## config.mk

```make
export PLATFORM = sky130hd
export DESIGN_NAME = mem_bus_ctrl
export DESIGN_NICKNAME = d
export VERILOG_FILES = /design/src/rtl/mem_bus_ctrl.sv
export SDC_FILE = /design/constraint.sdc
export NUM_CORES = 1
export LEC_CHECK = 0
export BUFFER_PORTS_ARGS = -buffer_cell sky130_fd_sc_hd__buf_4
export CORE_MARGIN = 5
export CORE_UTILIZATION = 45
export CTS_CLUSTER_SIZE = 30
export DETAILED_ROUTE_END_ITERATION = 8
export GPL_ROUTABILITY_DRIVEN = 0
export GPL_TIMING_DRIVEN = 1
export PLACE_DENSITY = 0.8
export SLEW_MARGIN = 15
export SYNTH_ARGS = -nofsm -noshare
export SYNTH_HDL_FRONTEND = slang
export SYNTH_SLANG_ARGS = --single-unit
```

## constraint.sdc

```tcl
create_clock -name clk -period 2.15 [get_ports clk]
set_clock_uncertainty 0.05 [all_clocks]
set_input_delay 0.1075 -clock clk [delete_from_list [all_inputs] [get_ports clk]]
set_output_delay 0.1075 -clock clk [all_outputs]
set_load 0.01 [all_outputs]
```

## src/rtl/mem_bus_ctrl.sv

```systemverilog
// Data-side bus controller: stalls the core while a load/store completes on a stb/ack slave.
// Optional busy timeout with abort/error pulse is enabled by defining MEM_BUS_TIMEOUT_EN.
module mem_bus_ctrl #(
  parameter int TIMEOUT_CYCLES = 255
) (
  input  logic        clk,
  input  logic        rst,
  input  logic        cpu_ce_i,
  input  logic        cpu_we_i,
  input  logic [3:0]  cpu_sel_i,
  input  logic [31:0] cpu_addr_i,
  input  logic [31:0] cpu_data_i,
  input  logic        flush_i,
  output logic [31:0] cpu_data_o,
  output logic        stallreq_o,
  output logic        bus_err_o,
  output logic        mem_stb_o,
  output logic        mem_we_o,
  output logic [3:0]  mem_sel_o,
  output logic [31:0] mem_addr_o,
  output logic [31:0] mem_data_o,
  input  logic [31:0] mem_data_i,
  input  logic        mem_ack_i
);

  localparam logic [1:0] S_IDLE = 2'd0;
  localparam logic [1:0] S_BUSY = 2'd1;
  localparam logic [1:0] S_DONE = 2'd2;

  logic [1:0]  state_q, state_d;
  logic        stb_q, stb_d;
  logic        we_q, we_d;
  logic        drop_q, drop_d;
  logic [3:0]  sel_q, sel_d;
  logic [31:0] addr_q, addr_d;
  logic [31:0] wdata_q, wdata_d;
  logic [31:0] rdata_q, rdata_d;

`ifdef MEM_BUS_TIMEOUT_EN
  localparam logic [1:0] S_DRAIN = 2'd3;
  localparam logic [7:0] TMO     = 8'(TIMEOUT_CYCLES);
  logic [7:0] cnt_q, cnt_d;
  logic       err_q, err_d;
`else
  logic unused_timeout;
  assign unused_timeout = ^TIMEOUT_CYCLES;
`endif

  always_comb begin
    state_d = state_q;
    stb_d   = stb_q;
    we_d    = we_q;
    drop_d  = drop_q;
    sel_d   = sel_q;
    addr_d  = addr_q;
    wdata_d = wdata_q;
    rdata_d = rdata_q;
`ifdef MEM_BUS_TIMEOUT_EN
    cnt_d   = cnt_q;
    err_d   = 1'b0;
`endif
    case (state_q)
      S_IDLE: begin
        if (cpu_ce_i && !flush_i) begin
          state_d = S_BUSY;
          stb_d   = 1'b1;
          we_d    = cpu_we_i;
          sel_d   = cpu_sel_i;
          addr_d  = cpu_addr_i;
          wdata_d = cpu_data_i;
          drop_d  = 1'b0;
`ifdef MEM_BUS_TIMEOUT_EN
          cnt_d   = 8'd0;
`endif
        end
      end
      S_BUSY: begin
        if (flush_i) drop_d = 1'b1;
        // A flush never abandons the bus cycle; it only discards the result.
        if (mem_ack_i && stb_q) begin
          stb_d = 1'b0;
          if (drop_q || flush_i) begin
            state_d = S_IDLE;
            drop_d  = 1'b0;
          end else begin
            state_d = S_DONE;
            if (!we_q) rdata_d = mem_data_i;
          end
        end
`ifdef MEM_BUS_TIMEOUT_EN
        else if (cnt_q + 8'd1 == TMO) begin
          stb_d   = 1'b0;
          state_d = S_DRAIN;
          cnt_d   = cnt_q + 8'd1;
        end else begin
          cnt_d   = cnt_q + 8'd1;
        end
`endif
      end
      S_DONE: state_d = S_IDLE;
`ifdef MEM_BUS_TIMEOUT_EN
      S_DRAIN: begin
        drop_d = 1'b0;
        if (drop_q) begin
          state_d = S_IDLE;
        end else begin
          state_d = S_DONE;
          rdata_d = 32'h0000_0000;
          err_d   = 1'b1;
        end
      end
`endif
      default: state_d = S_IDLE;
    endcase
  end

  always_ff @(posedge clk or negedge rst) begin
    if (!rst) begin
      state_q <= S_IDLE;
      stb_q   <= 1'b0;
      we_q    <= 1'b0;
      drop_q  <= 1'b0;
      sel_q   <= 4'h0;
      addr_q  <= 32'h0;
      wdata_q <= 32'h0;
      rdata_q <= 32'h0;
`ifdef MEM_BUS_TIMEOUT_EN
      cnt_q   <= 8'd0;
      err_q   <= 1'b0;
`endif
    end else begin
      state_q <= state_d;
      stb_q   <= stb_d;
      we_q    <= we_d;
      drop_q  <= drop_d;
      sel_q   <= sel_d;
      addr_q  <= addr_d;
      wdata_q <= wdata_d;
      rdata_q <= rdata_d;
`ifdef MEM_BUS_TIMEOUT_EN
      cnt_q   <= cnt_d;
      err_q   <= err_d;
`endif
    end
  end

  // Stall is Mealy in IDLE (request seen this cycle), Moore elsewhere; forced low in reset.
  assign stallreq_o = rst && ((state_q == S_IDLE) ? (cpu_ce_i && !flush_i)
                                                  : (state_q != S_DONE));
  assign cpu_data_o = rdata_q;
  assign mem_stb_o  = stb_q;
  assign mem_we_o   = we_q;
  assign mem_sel_o  = sel_q;
  assign mem_addr_o = addr_q;
  assign mem_data_o = wdata_q;
`ifdef MEM_BUS_TIMEOUT_EN
  assign bus_err_o  = err_q;
`else
  assign bus_err_o  = 1'b0;
`endif

endmodule

```

==> flow_summary.yaml, run 1 <==
power_and_ir_drop:
  ir_drop_mv: 0.7832
  p_leak_nw: 3.450
  power_mw: 8.660
  powerDensity_nw_per_um2: 1231
layout:
  final_cell_mix: "buf_4 (209), dfrtp_1 (105), dlygate4sd3_1 (103)"
  final_common_cell: "buf_4"
  finalNonFillerCells: 668
  n_fill_cell: 544
  multi_input_area_um2: 1359
  final_nets: 657
  synthToLayoutAreaGrowth_pct: 69.61
  drive_above_1_share_pct: 58.45
  seq_area_um2: 2628
clocking:
  cts_buffers: 9
  htreeDepth: 3
  clkTransAtPathRegs_ns: 0.09
  clk_path_buf_depth: 2
  cts_sinks: 105
  cts_tree: "done"
  cts.repair.resized: 0
  cts_hold_buf: 103
  clockRootBuffer: "clkbuf_8"
  clock_latency_ns: 0.34
  postCtsSetupRepairBufs: 0
global_routing:
  grt_overflow: 0
  grt_pass1_wl_mm: 18.98
  antenna_found_initial: 0
  grt_max_degree: 85
  track_usage_pct: 21.69
  grt_pass1_vias: 3682
die:
  num_io_pins: 210
  core_area_um2: 9109
  rows: 35
  dieHeight_um: 106.0
  die-area_um2: 11230
  die_w_um: 106.0
  initial_core_util_pct: 45.52
synth:
  synth_edf_count: 0
  yosysSeqAreaShare_pct: 63.37
  synthTopCellsByArea: "dfrtp_1 (63%), mux2_2 (17%), mux2_4 (11%), buf_6 (2.2%), mux2_1 (1.9%)"
  syn_nets: 342
  ys_ff_latch: 105
  async_reset_ff_share_pct: 100.0
  synth_area_um2: 4146
  ys_warn_count: 0
  syn_avg_cell_area_um2: 17.57
  synth_top_area_cell: "dfrtp_1"
  synth_top_area_share_pct: 63.37
  ys_types: 22
  synthFlopType: "dfrtp_1"
  syn-instance-count: 236
critical_path:
  criticalPathCategory: "reg -> reg"
  r2r_end: "cpu_data_o[14]"
  startpoint: "state_q[1]"
  critPathMaxFanout: 32
  end_kind: "flip-flop"
  cp.required_ns: 2.34
  worstSetupStartpointType: "flip-flop"
  r2r_start: "state_q[1]"
  worstPathArrival_ns: 2.14
  r2r_slack_ns: 0.19
  worst-r2r-cell-count: 4
min_path:
  hold_path_depth: 3
  min_to: "state_q[0]"
  min_from: "mem_ack_i"
  hold_path.class: "in -> reg"
drt:
  first_pass_iters: 4
  ant_nets: 0
  num_vias: 3195
  drt-initial-drc-count: 78
  drc: 0
  wirelength_mm: 12.10
  wl_per_cell_um: 18.11
  vias_per_cell: 4.783
outcome:
  status: "finished, final reports clean"
sta:
  finalCritPeriodShare_pct: 91.14
  rsz0062_at_grt: "false"
  drv_slew: 0
  finalSetupTns_ns: 0
  setup_viol: 0
  period_minus_slack_ns: 1.959
  hold_viol: 0
  worst_slack_ns: 0.1905
  fmax_ghz: 0.5103
placement:
  dpl.cell_count: 548
  dp_hpwl_mm: 7.608
  post-place-ws_ns: 0.2100
  portBuffers: 208
job:
  maxCapViolCount: 0
## worst max path at each step
stage	cells past startpoint	slack, ns	to
2_1_floorplan	4	0.38	mem_addr_o[4]
3_3_place_gp	4	0.26	cpu_data_o[17]
3_5_place_dp	4	0.21	cpu_data_o[21]
4_1_cts	4	0.19	cpu_data_o[18]
5_1_grt	4	0.14	cpu_data_o[8]
6_report	4	0.19	cpu_data_o[14]
## final cells by class
class	instances	area share, %
diodes	1	0.03558
clock buffers	12	2.064
clock inverters	4	1.085
inverters	1	0.05337
multi-input cells	118	19.32
flip-flops and latches	105	37.36
well taps	111	1.975
repair buffers	316	38.11
## sequential cells by signal (all words and copies together) (netlist names)
name	cells
drop_q	1
mem_data_o	32
cpu_data_o	32
state_q	2
mem_we_o	1
mem_addr_o	32
mem_sel_o	4
mem_stb_o	1
## cell families after synthesis
family          after synthesis  share of synthesized area, %
flops                       105                         63.37
mux                         101                         30.14
buf+inv                      13                         3.893
simple gates                 10                         1.660
compound gates                6                        0.8448
other cells                   1                       0.09044
## critical path, cell delays in order, from the launching register on
cell,delay [ns]
dfrtp_1,0.42
nand4b_1,0.22
or4_2,0.60
buf_12,0.22
mux2_4,0.32
## power by group
part           leakage [nW]  switching (mW)  internal, mW  total, mW
clock                 0.107           0.639         0.692       1.33
sequential             1.26           0.584          2.94       3.52
combinational          2.08            1.47          2.34       3.81
## Yosys cell counts, types with 2 or more instances
cell type / instances
dfrtp_1: 105
mux2_2: 64
mux2_4: 30
buf_6: 8
mux2_1: 7
buf_12: 3
o21ai_0: 3
nor2_1: 2
## metal layers
layer | wire, um | part of all wire (%) | vias to the layer above | global-route usage, %
met5 | 0 | 0 | - | 0
met4 | 249 | 2.1 | 0 | 6.013
met3 | 886 | 7.3 | 18 | 6.982
li1 | - | - | 1458 | -
met1 | 4329 | 36 | 1582 | 23.10
met2 | 6630 | 55 | 137 | 40.89
## through the flow
| step | util (%) | hold slack, ns | cell area, um2 |
|---|---|---|---|
| floorplan | - | -0.2381 | 4146 |
| global placement | 63.43 | -0.02784 | 5778 |
| detailed placement | 63.43 | -0.02227 | 5778 |
| CTS | 77.18 | 0.02407 | 7030 |
| global route | 77.18 | 0.02150 | 7030 |
| finish | 77.21 | 0.03839 | 7033 |
(Power assumes the default switching activity.)
==> inputs of run 2 (changes only) <==
--- a/config.mk
+++ b/config.mk
@@ -6,13 +6,14 @@
 export NUM_CORES = 1
 export LEC_CHECK = 0
 export BUFFER_PORTS_ARGS = -buffer_cell sky130_fd_sc_hd__buf_4
+export CORE_ASPECT_RATIO = 0.8
 export CORE_MARGIN = 5
 export CORE_UTILIZATION = 45
 export CTS_CLUSTER_SIZE = 30
 export DETAILED_ROUTE_END_ITERATION = 8
 export GPL_ROUTABILITY_DRIVEN = 0
 export GPL_TIMING_DRIVEN = 1
-export PLACE_DENSITY = 0.8
+export PLACE_DENSITY = 0.86
 export SLEW_MARGIN = 15
 export SYNTH_ARGS = -nofsm -noshare
 export SYNTH_HDL_FRONTEND = slang
==> flow_summary.yaml, run 2 (synthesis results as in run 1) <==
global_routing:
  grt_pass1_wl_mm: 19.44
  grt_overflow: 0
  grt_pass1_vias: 3679
  antenna_found_initial: 0
  track_usage_pct: 21.86
  grt_max_degree: 50
layout:
  final_common_cell: "buf_4"
  final_nets: 657
  seq_area_um2: 2628
  n_fill_cell: 531
  final_cell_mix: "buf_4 (211), dfrtp_1 (105), dlygate4sd3_1 (103)"
  synthToLayoutAreaGrowth_pct: 70.94
  drive_above_1_share_pct: 58.56
  multi_input_area_um2: 1359
critical_path:
  cp_cell_sequence: "nand4b_1 > or4_2 > buf_12 > mux2_4"
  worstPathArrival_ns: 2.14
  cp.depth: 4
  critPathMaxFanout: 32
  cp.required_ns: 2.31
  criticalPathCategory: "reg -> reg"
  worstSetupStartpointType: "flip-flop"
  slowest_delay_ns: 0.60
  critPathTopFamily: "simple AND/OR/NAND/NOR gates"
  worst-r2r-cell-count: 4
  end_kind: "flip-flop"
  cp_num_buf_inv: 1
  cp_slowest_cell: "or4_2"
clocking:
  cts_sinks: 105
  cts.repair.resized: 0
  clk_path_buf_depth: 2
  clkTransAtPathRegs_ns: 0.07
  cts_hold_buf: 103
  cts_buffers: 9
  postCtsSetupRepairBufs: 0
  cts_tree: "done"
  clockRootBuffer: "clkbuf_16"
  clock_latency_ns: 0.33
  htreeDepth: 3
power_and_ir_drop:
  power.internal_mw: 6.205
  p_leak_nw: 3.473
  powerDensity_nw_per_um2: 1264
  swShare_pct: 30.77
  p_switching_mw: 2.758
  clockPowerShare_pct: 18.1
  p_comb_share_pct: 42.4
  ir_drop_mv: 0.9702
  p_seq_share_pct: 39.5
sta:
  period_minus_slack_ns: 1.973
  setup_viol: 0
  fmax_ghz: 0.5068
  finalSetupTns_ns: 0
  rsz0062_at_grt: "false"
  hold_viol: 0
  drv_slew: 0
  worst_slack_ns: 0.1767
  finalCritPeriodShare_pct: 91.78
drt:
  vias_per_cell: 4.715
  wl_per_cell_um: 18.39
  num_vias: 3164
  wirelength_mm: 12.34
  ant_nets: 0
  drt-initial-drc-count: 106
  first_pass_iters: 4
  drc: 0
min_path:
  hold_path_depth: 3
  hold_path.class: "in -> reg"
die:
  core_area_um2: 9037
  initial_core_util_pct: 45.88
  die_w_um: 117.3
  num_io_pins: 210
  die-area_um2: 11250
  rows: 31
  dieHeight_um: 95.86
placement:
  post-place-ws_ns: 0.1853
  dp_hpwl_mm: 7.795
  portBuffers: 208
job:
  maxCapViolCount: 0
outcome:
  status: "finished, final reports clean"
run 2: cell count changes in the layout (fill, tap and decap cells not counted), sizes merged:
cell / delta
clkbuf: -1
bufinv: -1
clkinvlp: +1
run 2: metrics by stage:
| step | hold WS, ns | cells | cell area, um2 | util (%) | power [mW] |
|---|---|---|---|---|---|
| finish | 0.04139 | 671 | 7088 | 78.43 | 8.963 |
| global route | 0.05335 | 670 | 7086 | 78.40 | 9.446 |
| CTS | 0.03369 | 670 | 7086 | 78.40 | 8.980 |
| detailed placement | 0.04239 | 552 | 5758 | 63.71 | 7.183 |
| global placement | 0.03548 | 552 | 5758 | 63.71 | 7.005 |
| floorplan | -0.2381 | 236 | 4146 | - | 5.161 |
run 2: path summary, 6_finish.rpt:
| check | endpoint | slack [ns] | startpoint |
|---|---|---|---|
| max | cpu_data_o[4] | 0.18 | state_q[1] |
| min | state_q[0] | 0.04 | mem_ack_i |
| max reg2reg | cpu_data_o[4] | 0.18 | state_q[1] |
| min reg2reg | mem_addr_o[3] | 0.44 | mem_addr_o[3] |
| max in group asynchronous | mem_data_o[8] | 0.93 | rst |
| min in group asynchronous | mem_data_o[19] | 0.26 | rst |
run 2: power by group through the flow:
stage / Combinational, mW / Sequential, mW / Clock (mW)
5_1_grt: 4.04 / 3.66 / 1.75
2_1_floorplan: 1.26 / 3.90 / 0
6_report: 3.80 / 3.54 / 1.62
3_5_place_dp: 3.66 / 3.53 / 0
3_3_place_gp: 3.53 / 3.47 / 0
4_1_cts: 3.81 / 3.50 / 1.67
run 2: area by class of cell:
type | instances | area share (%)
multi-input combinational | 118 | 19.17
tap | 115 | 2.030
sequential | 105 | 37.07
inverter | 1 | 0.05296
timing repair buffer | 316 | 37.46
antenna | 1 | 0.03530
clock buffer | 11 | 3.425
clock inverter | 4 | 0.7590
run 2: tightest hold or removal path, stage by stage:
cell,delay [ns]
buf_4,0.12
nand2_1,0.06
a21o_1,0.10
run 2: layer usage:
metal | up-vias | part of all wire [%] | GRT usage [%]
met5 | - | 0 | 0
met4 | 0 | 1.6 | 6.667
met3 | 16 | 6.9 | 6.992
met2 | 119 | 55 | 40.68
met1 | 1571 | 37 | 24.13
li1 | 1458 | - | -
==> inputs of run 3 (changes only) <==
--- a/config.mk
+++ b/config.mk
@@ -5,15 +5,16 @@
 export SDC_FILE = /design/constraint.sdc
 export NUM_CORES = 1
 export LEC_CHECK = 0
+export ABC_AREA = 1
 export BUFFER_PORTS_ARGS = -buffer_cell sky130_fd_sc_hd__buf_4
 export CORE_ASPECT_RATIO = 0.8
 export CORE_MARGIN = 5
-export CORE_UTILIZATION = 45
+export CORE_UTILIZATION = 46
 export CTS_CLUSTER_SIZE = 30
 export DETAILED_ROUTE_END_ITERATION = 8
 export GPL_ROUTABILITY_DRIVEN = 0
 export GPL_TIMING_DRIVEN = 1
-export PLACE_DENSITY = 0.86
+export PLACE_DENSITY = 0.87
 export SLEW_MARGIN = 15
 export SYNTH_ARGS = -nofsm -noshare
 export SYNTH_HDL_FRONTEND = slang
==> flow_summary.yaml, run 3 <==
outcome:
  status: "finished, final reports clean"
placement:
  portBuffers: 208
  dpl.cell_count: 760
  place_area_um2: 5818
  dp_hpwl_mm: 8.373
drt:
  first_pass_iters: 5
  ant_nets: 0
  vias_per_cell: 4.882
  drc: 0
  wl_per_cell_um: 16.55
  drt-initial-drc-count: 378
  wirelength_mm: 14.53
  num_vias: 4286
synth:
  synth_area_um2: 4259
  yosysMostFrequentCell: "nand2_1"
  yosysSeqAreaShare_pct: 61.69
  synthTopCellsByArea: "dfrtp_1 (62%), nand2_1 (12%), o21ai_1 (6.8%), inv_1 (6.4%), nand3_1 (4.1%)"
  ys_ff_latch: 105
  synth_top_area_share_pct: 61.69
  ys_types: 19
  ys_warn_count: 0
  yosys-top-cells-count: "nand2_1 (140), dfrtp_1 (105), inv_1 (73), o21ai_1 (58), nand3_1 (35)"
  syn_nets: 563
  async_reset_ff_share_pct: 100.0
  synth_edf_count: 0
  synthFlopType: "dfrtp_1"
  syn-instance-count: 457
  synth_top_area_cell: "dfrtp_1"
  syn_avg_cell_area_um2: 9.320
layout:
  final_nets: 864
  diodes: 0
  seq_area_um2: 2628
  design_area_um2: 7147
  synthToLayoutAreaGrowth_pct: 67.80
  finalNonFillerCells: 878
  drive_above_1_share_pct: 31.98
  final_common_cell: "buf_4"
  n_fill_cell: 519
  multi_input_area_um2: 1161
  final_cell_mix: "buf_4 (212), nand2_1 (140), dfrtp_1 (105)"
power_and_ir_drop:
  ir_drop_mv: 0.8726
  p_leak_nw: 3.946
  powerDensity_nw_per_um2: 1255
sta:
  hold_viol: 0
  fmax_ghz: 0.5521
  max_slew_margin_pct: 43.10
  worstMarginPinSlew_ns: 0.8535
  setup_viol: 0
  rsz0062_at_grt: "false"
  finalSetupTns_ns: 0
  period_minus_slack_ns: 1.811
  finalCritPeriodShare_pct: 84.24
  drv_slew: 0
global_routing:
  antenna_found_initial: 0
  track_usage_pct: 25.71
  grt_overflow: 0
  grt_max_degree: 106
  grt_pass1_wl_mm: 23.18
  grt_pass1_vias: 4593
critical_path:
  criticalPathCategory: "reg -> reg"
  r2r_start: "state_q[1]"
  crit_top_cell: "nand2_1"
  cp_slowest_cell: "nand2_2"
  worstSetupStartpointType: "flip-flop"
  critPathMaxFanout: 32
  worst-r2r-cell-count: 6
  cp.required_ns: 2.32
  startpoint: "state_q[1]"
  worstPathArrival_ns: 1.98
  cp_cell_sequence: "inv_1 > nand2_1 > nor2_4 > nand2_2 > nand2_1 > nand2_1"
  slowest_delay_ns: 0.44
  end_kind: "flip-flop"
clocking:
  clockRootBuffer: "clkbuf_16"
  clock_latency_ns: 0.33
  cts_sinks: 105
  clk_path_buf_depth: 2
  cts_buffers: 9
  clkTransAtPathRegs_ns: 0.06
  cts.repair.resized: 0
  cts_tree: "done"
  htreeDepth: 3
min_path:
  min_from: "flush_i"
  hold_path.class: "in -> reg"
  hold_path_depth: 3
die:
  dieHeight_um: 96.07
  num_io_pins: 210
  initial_core_util_pct: 47.13
  core_area_um2: 9037
  die_w_um: 117.6
  die-area_um2: 11300
  rows: 31
job:
  maxCapViolCount: 0
run 3: timing repair:
action                    4_1_cts  5_1_grt
buffers inserted                0        0
hold endpoints to repair      206        0
hold buffers                  102        0
run 3: worst paths after layout:
check / end / slack [ns]
min in group asynchronous: mem_data_o[28] / 0.38
worst min register to register: cpu_data_o[5] / 0.43
worst min-delay path: drop_q / 0.04
worst max register to register: cpu_data_o[10] / 0.34
worst max-delay path: cpu_data_o[10] / 0.34
max in group asynchronous: mem_addr_o[3] / 1.29
run 3: where the power goes:
part           internal [mW]  total (mW)  switching [mW]  leakage [nW]
combinational           1.85        3.73            1.88          2.47
sequential              2.92        3.58           0.654          1.33
clock                  0.968        1.67           0.698         0.149
total                   5.74        8.97            3.23          3.95
run 3: cell families after synthesis:
logic type	synth area share [%]
AOI/OAI and AO/OA	9.371
buffers and inverters	11.22
DFF	61.69
other	0.08805
and+or+nand+nor	17.63
run 3: worst max-delay path: cells and delay by family (launching register included):
family,cells,cell delay [ns]
buffers and inverters,1,0.09
AND/OR/NAND/NOR,5,1.15
flip-flops,1,0.39
run 3: routing by layer:
| layer | vias to the layer above | GRT usage, % | part of all wire (%) |
|---|---|---|---|
| met3 | 53 | 9.401 | 9.2 |
| met2 | 225 | 44.63 | 50 |
| met5 | - | 0 | 0 |
| met4 | 0 | 11.65 | 3.8 |
| met1 | 2009 | 28.80 | 37 |
| li1 | 1999 | - | - |
run 3: cell type report:
| class | count | share of cell area [%] |
|---|---|---|
| sequential | 105 | 36.76 |
| multi-input combinational | 254 | 16.25 |
| timing repair buffer | 315 | 36.83 |
| inverter | 73 | 3.834 |
| clock inverter | 4 | 0.7178 |
| tap | 115 | 2.013 |
| clock buffer | 12 | 3.589 |
run 3: per-stage QoR:
stage          worst slack, ns  util, %  power [mW]  hold WS [ns]
3_3_place_gp            0.4505    64.38       6.860        0.2148
4_1_cts                 0.3578    79.08       8.872       0.02223
3_5_place_dp            0.3625    64.38       7.019        0.2182
2_1_floorplan           0.8832        -       5.038       -0.2381
6_report                0.3388    79.08       8.969       0.04328
5_1_grt                 0.1774    79.08       9.513       0.07336
